## src/rtl/spectrum_bar_meter.sv

```systemverilog
// Spectrum bar meter: folds the complex FFT bin stream into NUM_BANDS log-scale
// thermometer bars with per-band peak hold and slow one-LED-at-a-time decay.
module spectrum_bar_meter #(
    parameter int DATA_W       = 16,
    parameter int NFFT_LOG2    = 6,
    parameter int NUM_BANDS    = 4,
    parameter int LED_W        = 4,
    parameter int DECAY_FRAMES = 8
) (
    input  logic                         CLK100MHZ,
    input  logic                         reset_n,
    input  logic                         s_tvalid,
    output logic                         s_tready,
    input  logic [2*DATA_W-1:0]          s_tdata,
    input  logic                         s_tlast,
    input  logic                         freeze,
    output logic [NUM_BANDS*LED_W-1:0]   led_band,
    output logic                         frame_done,
    output logic                         err_tlast_unexp,
    output logic                         err_tlast_miss
);
    localparam int BIN_N = 2**NFFT_LOG2;
    localparam int NBW   = NFFT_LOG2;
    localparam int BW    = (NUM_BANDS > 1) ? $clog2(NUM_BANDS) : 1;
    localparam int MAG_W = DATA_W + 1;
    localparam int CW    = $clog2(LED_W + 1);
    localparam int DW    = (DECAY_FRAMES > 1) ? $clog2(DECAY_FRAMES) : 1;

    typedef enum logic {ACCUM = 1'b0, COMMIT = 1'b1} state_t;

    state_t           state, state_nxt;
    logic [NBW-1:0]   bin_cnt;
    logic [BW-1:0]    band_sel;
    logic             accept, last_bin, frame_end, commit, in_range;
    logic [DATA_W-1:0] re, im;
    logic [MAG_W-1:0] re_x, im_x, abs_re, abs_im, mag;

    assign re       = s_tdata[DATA_W-1:0];
    assign im       = s_tdata[2*DATA_W-1:DATA_W];
    // Magnitudes are taken one bit wider so |most-negative| is exact
    assign re_x     = {re[DATA_W-1], re};
    assign im_x     = {im[DATA_W-1], im};
    assign abs_re   = re[DATA_W-1] ? -re_x : re_x;
    assign abs_im   = im[DATA_W-1] ? -im_x : im_x;
    assign mag      = abs_re + abs_im;

    assign accept    = s_tvalid & s_tready;
    assign last_bin  = (bin_cnt == NBW'(BIN_N - 1));
    assign frame_end = accept & (s_tlast | last_bin);
    assign commit    = (state == COMMIT);
    // DC and the mirrored upper half carry no extra information
    assign in_range  = ~bin_cnt[NBW-1] & (bin_cnt != '0);

    generate
        if (NUM_BANDS > 1) begin : g_sel
            assign band_sel = bin_cnt[NBW-2 -: BW];
        end else begin : g_sel1
            assign band_sel = '0;
        end
    endgenerate

    // State register
    always_ff @(posedge CLK100MHZ or negedge reset_n) begin
        if (!reset_n) state <= ACCUM;
        else          state <= state_nxt;
    end

    // Next state and handshake; COMMIT always lasts exactly one cycle
    always_comb begin
        state_nxt = state;
        s_tready  = 1'b0;
        unique case (state)
            ACCUM: begin
                s_tready = 1'b1;
                if (frame_end) state_nxt = COMMIT;
            end
            COMMIT: state_nxt = ACCUM;
            default: state_nxt = ACCUM;
        endcase
    end

    // Bin counter and framing error / frame-done pulses
    always_ff @(posedge CLK100MHZ or negedge reset_n) begin
        if (!reset_n) begin
            bin_cnt         <= '0;
            err_tlast_unexp <= 1'b0;
            err_tlast_miss  <= 1'b0;
            frame_done      <= 1'b0;
        end else begin
            if (frame_end)   bin_cnt <= '0;
            else if (accept) bin_cnt <= bin_cnt + NBW'(1);
            err_tlast_unexp <= frame_end & s_tlast & ~last_bin;
            err_tlast_miss  <= accept & last_bin & ~s_tlast;
            frame_done      <= commit;
        end
    end

    // Per-band accumulate / level / hold / decay
    for (genvar b = 0; b < NUM_BANDS; b++) begin : g_band
        logic [MAG_W-1:0] band_max;
        logic [LED_W-1:0] above;
        logic [CW-1:0]    lvl, held, held_nxt;
        logic [DW-1:0]    dcnt, dcnt_nxt;
        logic             upd;

        assign upd = accept & in_range & (band_sel == BW'(b));

        for (genvar k = 0; k < LED_W; k++) begin : g_thr
            localparam logic [MAG_W-1:0] THR = MAG_W'(1) << (DATA_W - LED_W + k);
            assign above[k] = (band_max >= THR);
            assign led_band[b*LED_W + k] = (held > CW'(k));
        end

        // New level and the hold/decay decision taken at commit
        always_comb begin
            lvl = '0;
            for (int k = 0; k < LED_W; k++)
                if (above[k]) lvl = lvl + CW'(1);
            held_nxt = held;
            dcnt_nxt = dcnt;
            if (lvl >= held) begin
                held_nxt = lvl;
                dcnt_nxt = '0;
            end else if (dcnt == DW'(DECAY_FRAMES - 1)) begin
                held_nxt = held - CW'(1);
                dcnt_nxt = '0;
            end else begin
                dcnt_nxt = dcnt + DW'(1);
            end
        end

        // Running maximum over the frame, cleared at every commit
        always_ff @(posedge CLK100MHZ or negedge reset_n) begin
            if (!reset_n)                  band_max <= '0;
            else if (commit)               band_max <= '0;
            else if (upd && mag > band_max) band_max <= mag;
        end

        // Held level; freeze keeps the displayed bar and decay phase untouched
        always_ff @(posedge CLK100MHZ or negedge reset_n) begin
            if (!reset_n) begin
                held <= '0;
                dcnt <= '0;
            end else if (commit && !freeze) begin
                held <= held_nxt;
                dcnt <= dcnt_nxt;
            end
        end
    end
endmodule

```

## config.mk

```make
export PLATFORM = sky130hd
export DESIGN_NAME = spectrum_bar_meter
export DESIGN_NICKNAME = d
export VERILOG_FILES = /design/src/rtl/spectrum_bar_meter.sv
export SDC_FILE = /design/constraint.sdc
export NUM_CORES = 1
export LEC_CHECK = 0
export BUFFER_PORTS_ARGS = -buffer_cell sky130_fd_sc_hd__buf_2
export CAP_MARGIN = 15
export CORE_MARGIN = 4
export CORE_UTILIZATION = 45
export CTS_BUF_LIST = sky130_fd_sc_hd__clkbuf_16
export DETAILED_ROUTE_END_ITERATION = 6
export GPL_TIMING_DRIVEN = 0
export PLACE_DENSITY_LB_ADDON = 0.05
export SLEW_MARGIN = 10
export SYNTH_ARGS = -nofsm -noshare
export SYNTH_HDL_FRONTEND = slang
export SYNTH_SLANG_ARGS = --single-unit
```

## constraint.sdc

```tcl
create_clock -name CLK100MHZ -period 6.53 [get_ports CLK100MHZ]
set_input_delay 1.6325 -clock CLK100MHZ [delete_from_list [all_inputs] [get_ports CLK100MHZ]]
set_output_delay 1.6325 -clock CLK100MHZ [all_outputs]
set_load 0.005 [all_outputs]
```

# Yosys cells after proc, flatten, opt, wreduce, memory -nomap -nowiden
# Cells that the tools add are included.
# W data, S select, Z words.
# word_totals
in_bits	37
output_inout_bits	20
register_bits	102
# classes
addsub	24
order_cmp	40
eq_ne	8
bitwise	17
reduce_logical	21
n_mux	47
# op_table
operator	n
$mux W17	10
$mux W3	28
$ge A17 B13 Y1 const B	4
$ge A17 B14 Y1 const B	4
$ge A17 B15 Y1 const B	4
$ge A17 B16 Y1 const B	4
$gt A17 B17 Y1	4
$add A3 B1 Y3 const B	16
$neg A17 Y17	2
$gt A3 B1 Y1 const B	8
$gt A3 B2 Y1 const B	8
$reduce_bool A2 Y1	9
$add A17 B17 Y17	1
$and A1 B1 Y1	12
$eq A3 B3 Y1 const B	4
$ge A3 B3 Y1	4
$mux W6	2
$sub A3 B1 Y3 const B	4
$reduce_and A2 Y1	4
$add A6 B1 Y6 const B	1
$eq A6 B6 Y1 const B	1
$mux W1	6
$reduce_bool A6 Y1	1
$logic_and A1 B1 Y1	5
7 further kinds	11

# Longest topological paths before layout
# Gate-level depths: netlist of the first run.
# depth
depth_word	11
ltp_mapped	23
ltp_nobuf	21

# Worst setup path before layout of the first run
# No wires, ideal clock.
# synth_path
path_kind	input port to flip-flop
start	in s_tdata[3]
end	reg g_band[0].band_max[15]
slack_ps	-1166
arrival_ps	7564
stages	22
setup_time_ps	132
path_buffers	2
path_cell_list	or3_1 or3_1 or3_1 or3_1 or3_4 o31ai_4 xnor2_1 ha_1 and3_1 and4b_1 nor4b_1 a2111oi_0 ha_1 nand4_1 or4_1 a31oi_1 a211oi_1 a21oi_1 buf_2 buf_2 mux2i_1 nor2_1
# synth_between
elab_chain_cells	6
# synth_lines
element	line_no	text
from (decl)	14	input logic [2*DATA_W-1:0] s_tdata,
$neg A17 Y17	43	assign abs_re = re[DATA_W-1] ? -re_x : re_x;
$mux W17 *	43	
$add A17 B17 Y17 *	45	assign mag = abs_re + abs_im;
$gt A17 B17 Y1	136	else if (upd && mag > band_max) band_max <= mag;
$logic_and A1 B1 Y1	136	
$reduce_bool A2 Y1 (no source line)	--	
to (signal assigned)	136	
to (decl)	100	logic [MAG_W-1:0] band_max;
# Mark *: on every way between the ends. The rest lies on a longest branch, timed or not. The select of a mux whose other input is x is not followed.
# A chain may end at the register's enable or synchronous reset.

# Final worst setup path of the first run
# layout_path
start	in s_tdata[3]
end	reg g_band[0].band_max[1]
# layout_between
elab_chain_cells	6
# layout_lines
element	line_no
$neg A17 Y17	43
$mux W17 *	43
$add A17 B17 Y17 *	45
$gt A17 B17 Y1 *	136
$logic_and A1 B1 Y1 *	136
$reduce_bool A2 Y1 (no source line) *	--
# Mark *: on every way between the ends. The rest lies on a longest branch, timed or not.

==> impl_metrics.ini, run 1 <==
[cells_and_area]
final_nets = 1279
design_area_um2 = 10500
synthToLayoutAreaGrowth_pct = 23.2
fill_cells = 1734
drive_above_1_share_pct = 18.6
n_antenna_cell = 0

[run]
max_cap_viol_count = 0

[route]
wl_per_cell_um = 15.3
routed-via-count = 7117
wl_um = 20500
drc_errors = 0
ant_nets = 0
viasPerCell = 5.31
drt_iter0_drc = 363
drt_pre_antenna_iters = 5

[die]
start_util_pct = 45.6
rows = 50
num_io_pins = 57
die-width_um = 146
die_h_um = 146
coreArea_um2 = 18600
die_area_um2 = 21200

[power]
seqPwrFrac_pct = 25.5
p_leak_uw = 0.00508
ir_worst_vdd_mv = 0.194
power.density_nw_per_um2 = 317
swShare_pct = 42.5
combPwrFrac_pct = 56.2
power.internal_uw = 1910
p_switching_uw = 1410
clock_power_share_pct = 18.3

[placed_design]
io_buffers = 56
gp_congestion = 0.805
post-dp-hpwl_um = 15000
pre_cts_slack_ps = -1270
dpl_cell_area_um2 = 9200

[synth]
synthTopCellsByArea = dfrtp_1 (30%), ha_1 (21%), mux2i_1 (6.7%)
synthTopCellsByCount = ha_1 (140), dfrtp_1 (102), inv_1 (99), nor2_1 (99), nand2_1 (88)
async_reset_ff_share_pct = 100
synth_edf_count = 0
yosys_warnings = 0
synth_seq_cells = 102
synth_top_area_share_pct = 30.0
syn_nets = 1160
synth_area_um2 = 8510
ys_seq_area_share_pct = 30.0
synth.distinct_cells = 49
avgSynthCellArea_um2 = 8.66
synth-main-ff-cell = dfrtp_1
synth.most_common_cell = ha_1
synthCells = 982
synth_top_cell_by_area = dfrtp_1

[grt]
grt_max_degree = 64
grt_pass1_vias = 6847
grt_pass1_wl_um = 34000
grt_usage_pct = 19.2
grt_overflow = 0
antenna_found_initial = 0

[status]
violations = setup timing
run_status = finished, violations left

[timing]
rsz0062_at_grt = yes
fin_ws_ps = -321
finalSetupViolCount = 67
period_share_pct = 105
tightest_slew_ps = 939
slew_headroom_pct = 37.2
hold_viol_final = 0
fin_crit_ps = 6850
clock.fmax_mhz = 146
maxSlewViolCount = 0
clock_skew_ps = 10.7
tns_ps = -11640

[worst_hold_path]
hp-class = reg -> reg

[critical_path]
cp_max_fo = 7
cp-startpoint = s_tdata[3]
cp-endpoint = g_band[0].band_max[1]
ff2ff_setup_slack_ps = 2750
reg2regPathDepth = 14
rr_endpoint = g_band[0].held[0]
critPathArrivalTime_ps = 7080
timing.rr.start = g_band[0].band_max[15]
worst_ep_required_time_ps = 6760
start_kind = input port
critPathKind = in -> reg
end_kind = flip-flop

[clocking]
clockBufferDepth = 2
ctsHoldBuffers = 0
cts.sinks = 102
cts_max_level = 3
cts-root-buf = clkbuf_16
clk_pin_slew_ps = 80
clock_latency_ps = 360
cts_tree = built
numCtsBuffers = 9
-- power by group through the flow --
stage,Combinational (uW),Sequential [uW],Clock (uW)
3_5_place_dp,1640,858,0
4_1_cts,1780,847,623
2_1_floorplan,1230,835,0
6_report,1870,847,609
3_3_place_gp,1620,857,0
5_1_grt,2160,866,648
-- layout make-up --
| cell class | count | area [um^2] | area share (%) |
|---|---|---|---|
| repair buffers | 108 | 842 | 8.03 |
| inverters | 99 | 372 | 3.55 |
| clock buffers | 9 | 225 | 2.15 |
| well taps | 234 | 293 | 2.79 |
| clock inverters | 7 | 104 | 0.991 |
| flip-flops and latches | 102 | 2550 | 24.4 |
| multi-input cells | 757 | 5920 | 56.4 |
| plain buffers | 24 | 178 | 1.70 |
-- worst max-delay path: stages --
cell	delay, ps
buf_6	90
or3_4	380
or3_4	330
or3_4	330
or3_4	330
or3_4	380
nand2_4	80
xnor2_2	120
ha_1	250
buf_6	140
o2111a_1	120
a211o_1	310
a311o_1	400
and2_4	190
ha_4	260
nand4_1	160
or4_4	500
a31oi_4	200
a211oi_2	90
a21oi_2	150
buf_6	140
buf_12	100
buf_6	130
mux2i_1	190
nor2_1	60
-- layout by cell type (no fill, tap or decap), types with 27 or more instances in the layout --
| master | count |
|---|---|
| ha_1 | 131 |
| dfrtp_1 | 102 |
| inv_1 | 99 |
| nor2_1 | 95 |
| nand2_1 | 84 |
| a21oi_1 | 59 |
| mux2i_1 | 56 |
| o21ai_0 | 55 |
| buf_2 | 53 |
| nand3_1 | 33 |
| buf_4 | 30 |
| xnor2_1 | 27 |
-- layer usage --
metal	wire (um)	GRT usage (%)
met4	266	4.04
met1	10200	27.0
met5	0	0
met2	9390	31.5
met3	569	2.80
-- metrics by stage --
stage / total power, uW / hold WS, ps / std cells / utilization (%)
after floorplan: 2060 / 352 / 982 / -
after global placement: 2470 / 362 / 1272 / 49.2
after detailed placement: 2490 / 364 / 1273 / 49.4
after CTS: 3250 / 380 / 1321 / 54.4
after global routing: 3670 / 409 / 1340 / 56.2
final: 3320 / 375 / 1340 / 56.2
-- logic make-up after synthesis --
group | Yosys count | share of synthesized area (%)
AO/OA/AOI/OAI | 195 | 14.1
AND/OR/NAND/NOR | 308 | 16.9
multiplexers | 64 | 7.63
adder cells (fa/ha/maj) | 141 | 20.8
buffers and inverters | 123 | 5.51
XOR/XNOR | 49 | 5.04
flip-flops | 102 | 30.0
-- worst min-delay path by stage --
stage / startpoint / endpoint / slack, ps / depth (start not counted)
global route: commit / frame_done / 410 / 0
global placement: commit / frame_done / 360 / 0
floorplan: commit / frame_done / 350 / 0
detailed placement: commit / frame_done / 360 / 0
CTS: commit / frame_done / 380 / 0
finish: commit / frame_done / 380 / 0
-- sequential cells by signal, summed over array words and instances, names as in the netlist --
| signal | count |
|---|---|
| g_band.held | 12 |
| commit | 1 |
| bin_cnt | 6 |
| err_tlast_miss | 1 |
| g_band.band_max | 68 |
| g_band.dcnt | 12 |
| frame_done | 1 |
| err_tlast_unexp | 1 |
-- repair_timing --
action                                  4_1_cts  5_1_grt
resized for setup                            62       38
pin swaps                                    22       30
buffers inserted                             28       22
cloned                                        4        0
endpoints found under the setup margin       68       68
Note: power is estimated with default switching activity, not from simulation.
==> run 2: changes to the inputs <==
--- a/config.mk
+++ b/config.mk
@@ -13,6 +13,7 @@
 export DETAILED_ROUTE_END_ITERATION = 6
 export GPL_TIMING_DRIVEN = 0
 export PLACE_DENSITY_LB_ADDON = 0.05
+export REMOVE_ABC_BUFFERS = 1
 export SLEW_MARGIN = 10
 export SYNTH_ARGS = -nofsm -noshare
 export SYNTH_HDL_FRONTEND = slang
==> impl_metrics.ini, run 2 (synthesis results as in run 1) <==
[timing]
slew_headroom_pct = 45.1
finalSetupViolCount = 68
rsz0062_at_grt = yes
clock_skew_ps = 8.60
hold_viol_final = 0
maxSlewViolCount = 0
holdWs_ps = 481
fin_crit_ps = 6840
tightest_slew_ps = 823
clock.fmax_mhz = 146
fin_ws_ps = -314
period_share_pct = 105

[worst_hold_path]
holdPathStages = 2
hp-class = reg -> reg

[grt]
antenna_found_initial = 0
grt_pass1_wl_um = 32500
grt_overflow = 0
grt_pass1_vias = 6789
grt_max_degree = 73
grt_usage_pct = 18.0

[critical_path]
critPathKind = in -> reg
crit_buf_inv = 3
cp_max_fo = 5
critPathTopFamily = simple AND/OR/NAND/NOR gates
critPathArrivalTime_ps = 7050
crit_cells = 23
end_kind = flip-flop
crit_top_cell = or3_4
slowest_delay_ps = 560
start_kind = input port
crit_chain = buf_6 > or3_4 > or3_4 > or3_4 > or3_4 > or3_4 > nand2_2 > xnor2_1 > ha_2 > o2111a_1 > a211o_1 > a311o_1 > and2_4 > ha_4 > nand4_1 > or4_4 > a31oi_4 > a211oi_4 > a21oi_4 > buf_12 > buf_8 > mux2i_1 > nor2_1
worst_ep_required_time_ps = 6740
critPathSlowestCell = or4_4
reg2regPathDepth = 14

[power]
ir_worst_vdd_mv = 0.175
power_uw = 3180
power.density_nw_per_um2 = 311
p_leak_uw = 0.00495

[clocking]
cts-root-buf = clkbuf_16
clk_pin_slew_ps = 70
cts_max_level = 3
numCtsBuffers = 9
clock_latency_ps = 350
clockBufferDepth = 2
cts_tree = built
cts.sinks = 102

[cells_and_area]
top_regs = g_band.band_max: 68 flops, g_band.dcnt: 12 flops, g_band.held: 12 flops
final_common_cell = ha_1
largest_register = g_band.band_max
drive_above_1_share_pct = 17.1
largest_reg_flops = 68
register_area_um2 = 2560
mostFrequentLayoutCells = ha_1 (126), dfrtp_1 (101), inv_1 (99)
synthToLayoutAreaGrowth_pct = 20.0
multi_input_area_um2 = 5870
final_nets = 1254
fill_cells = 1741
n_antenna_cell = 0

[route]
ant_nets = 0
drt_iter0_drc = 300
drt_pre_antenna_iters = 6
wl_um = 18700
wl_per_cell_um = 14.2
viasPerCell = 5.29
routed-via-count = 6954
drc_errors = 0

[die]
rows = 50
start_util_pct = 45.6
die-width_um = 146
die_h_um = 146
coreArea_um2 = 18600
num_io_pins = 57
die_area_um2 = 21200

[status]
run_status = finished, violations left
violations = setup timing

[placed_design]
post-dp-hpwl_um = 13300
gp_congestion = 0.788
io_buffers = 56

[run]
max_cap_viol_count = 0
[run 2: cell types whose count changed in the layout (fill, tap and decap cells not counted), moves of 3 or more]
cell | previous run | this run
clkbuf_1 | 15 | 0
buf_6 | 24 | 13
a211oi_2 | 5 | 0
ha_1 | 131 | 126
a211oi_1 | 3 | 7
o31ai_1 | 10 | 14
o31ai_2 | 4 | 0
ha_4 | 8 | 11
xnor2_1 | 27 | 30
xnor2_2 | 3 | 0
[run 2: power by group]
part	leakage (uW)	total, uW	switching, uW	internal [uW]
clock	0.000134	511	252	260
sequential	0.00137	853	101	751
combinational	0.00345	1810	1010	799
[run 2: through the flow]
| step | setup TNS (ps) | instance area, um^2 | instances | setup slack (ps) | utilization (%) |
|---|---|---|---|---|---|
| 2_1_floorplan | -97160 | 8410 | 958 | -1910 | - |
| 3_3_place_gp | -239430 | 8980 | 1248 | -4180 | 48.2 |
| 3_5_place_dp | -86320 | 9110 | 1255 | -1740 | 48.9 |
| 4_1_cts | -9400 | 10100 | 1309 | -286 | 53.9 |
| 5_1_grt | -27450 | 10200 | 1315 | -553 | 54.8 |
| 6_report | -11450 | 10200 | 1315 | -314 | 54.8 |
[run 2: final timing paths]
path	from	end	slack, ps
hold / removal	g_band[0].dcnt[1]	g_band[0].dcnt[1]	480
setup reg to reg	g_band[0].band_max[15]	g_band[0].held[0]	2790
hold reg to reg	g_band[0].dcnt[1]	g_band[0].dcnt[1]	480
setup / recovery	s_tdata[3]	g_band[0].band_max[5]	-310
min in group asynchronous	reset_n	g_band[0].held[0]	1170
max in group asynchronous	reset_n	commit	4690
[run 2: worst min-delay path, stage by stage, from the launching register on]
cell,delay [ps]
dfrtp_1,350
nand2_1,50
nand2_1,50
[run 2: layout make-up]
cell class,count,share of cell area [%]
Clock inverter,7,0.466
Clock buffer,9,2.21
Sequential cell,102,25.0
Timing Repair Buffer,107,8.34
Multi-Input combinational cell,757,57.4
Tap cell,234,2.87
Inverter,99,3.64
[run 2: timing repair]
item                                    in CTS  in global routing
endpoints found under the setup margin      68                 68
hold buffers                                 0                  0
gates resized for setup                     51                 22
pin swaps                                   31                 32
gates cloned                                 5                  1
buffers inserted                            34                 12
[run 2: layer usage]
metal / GRT usage, % / share of wire (%) / vias to the layer above
met5: 0 / 0 / -
met4: 4.08 / 1.4 / 0
met3: 2.99 / 1.9 / 16
met2: 29.7 / 46 / 48
met1: 25.0 / 51 / 3255
li1: - / - / 3635
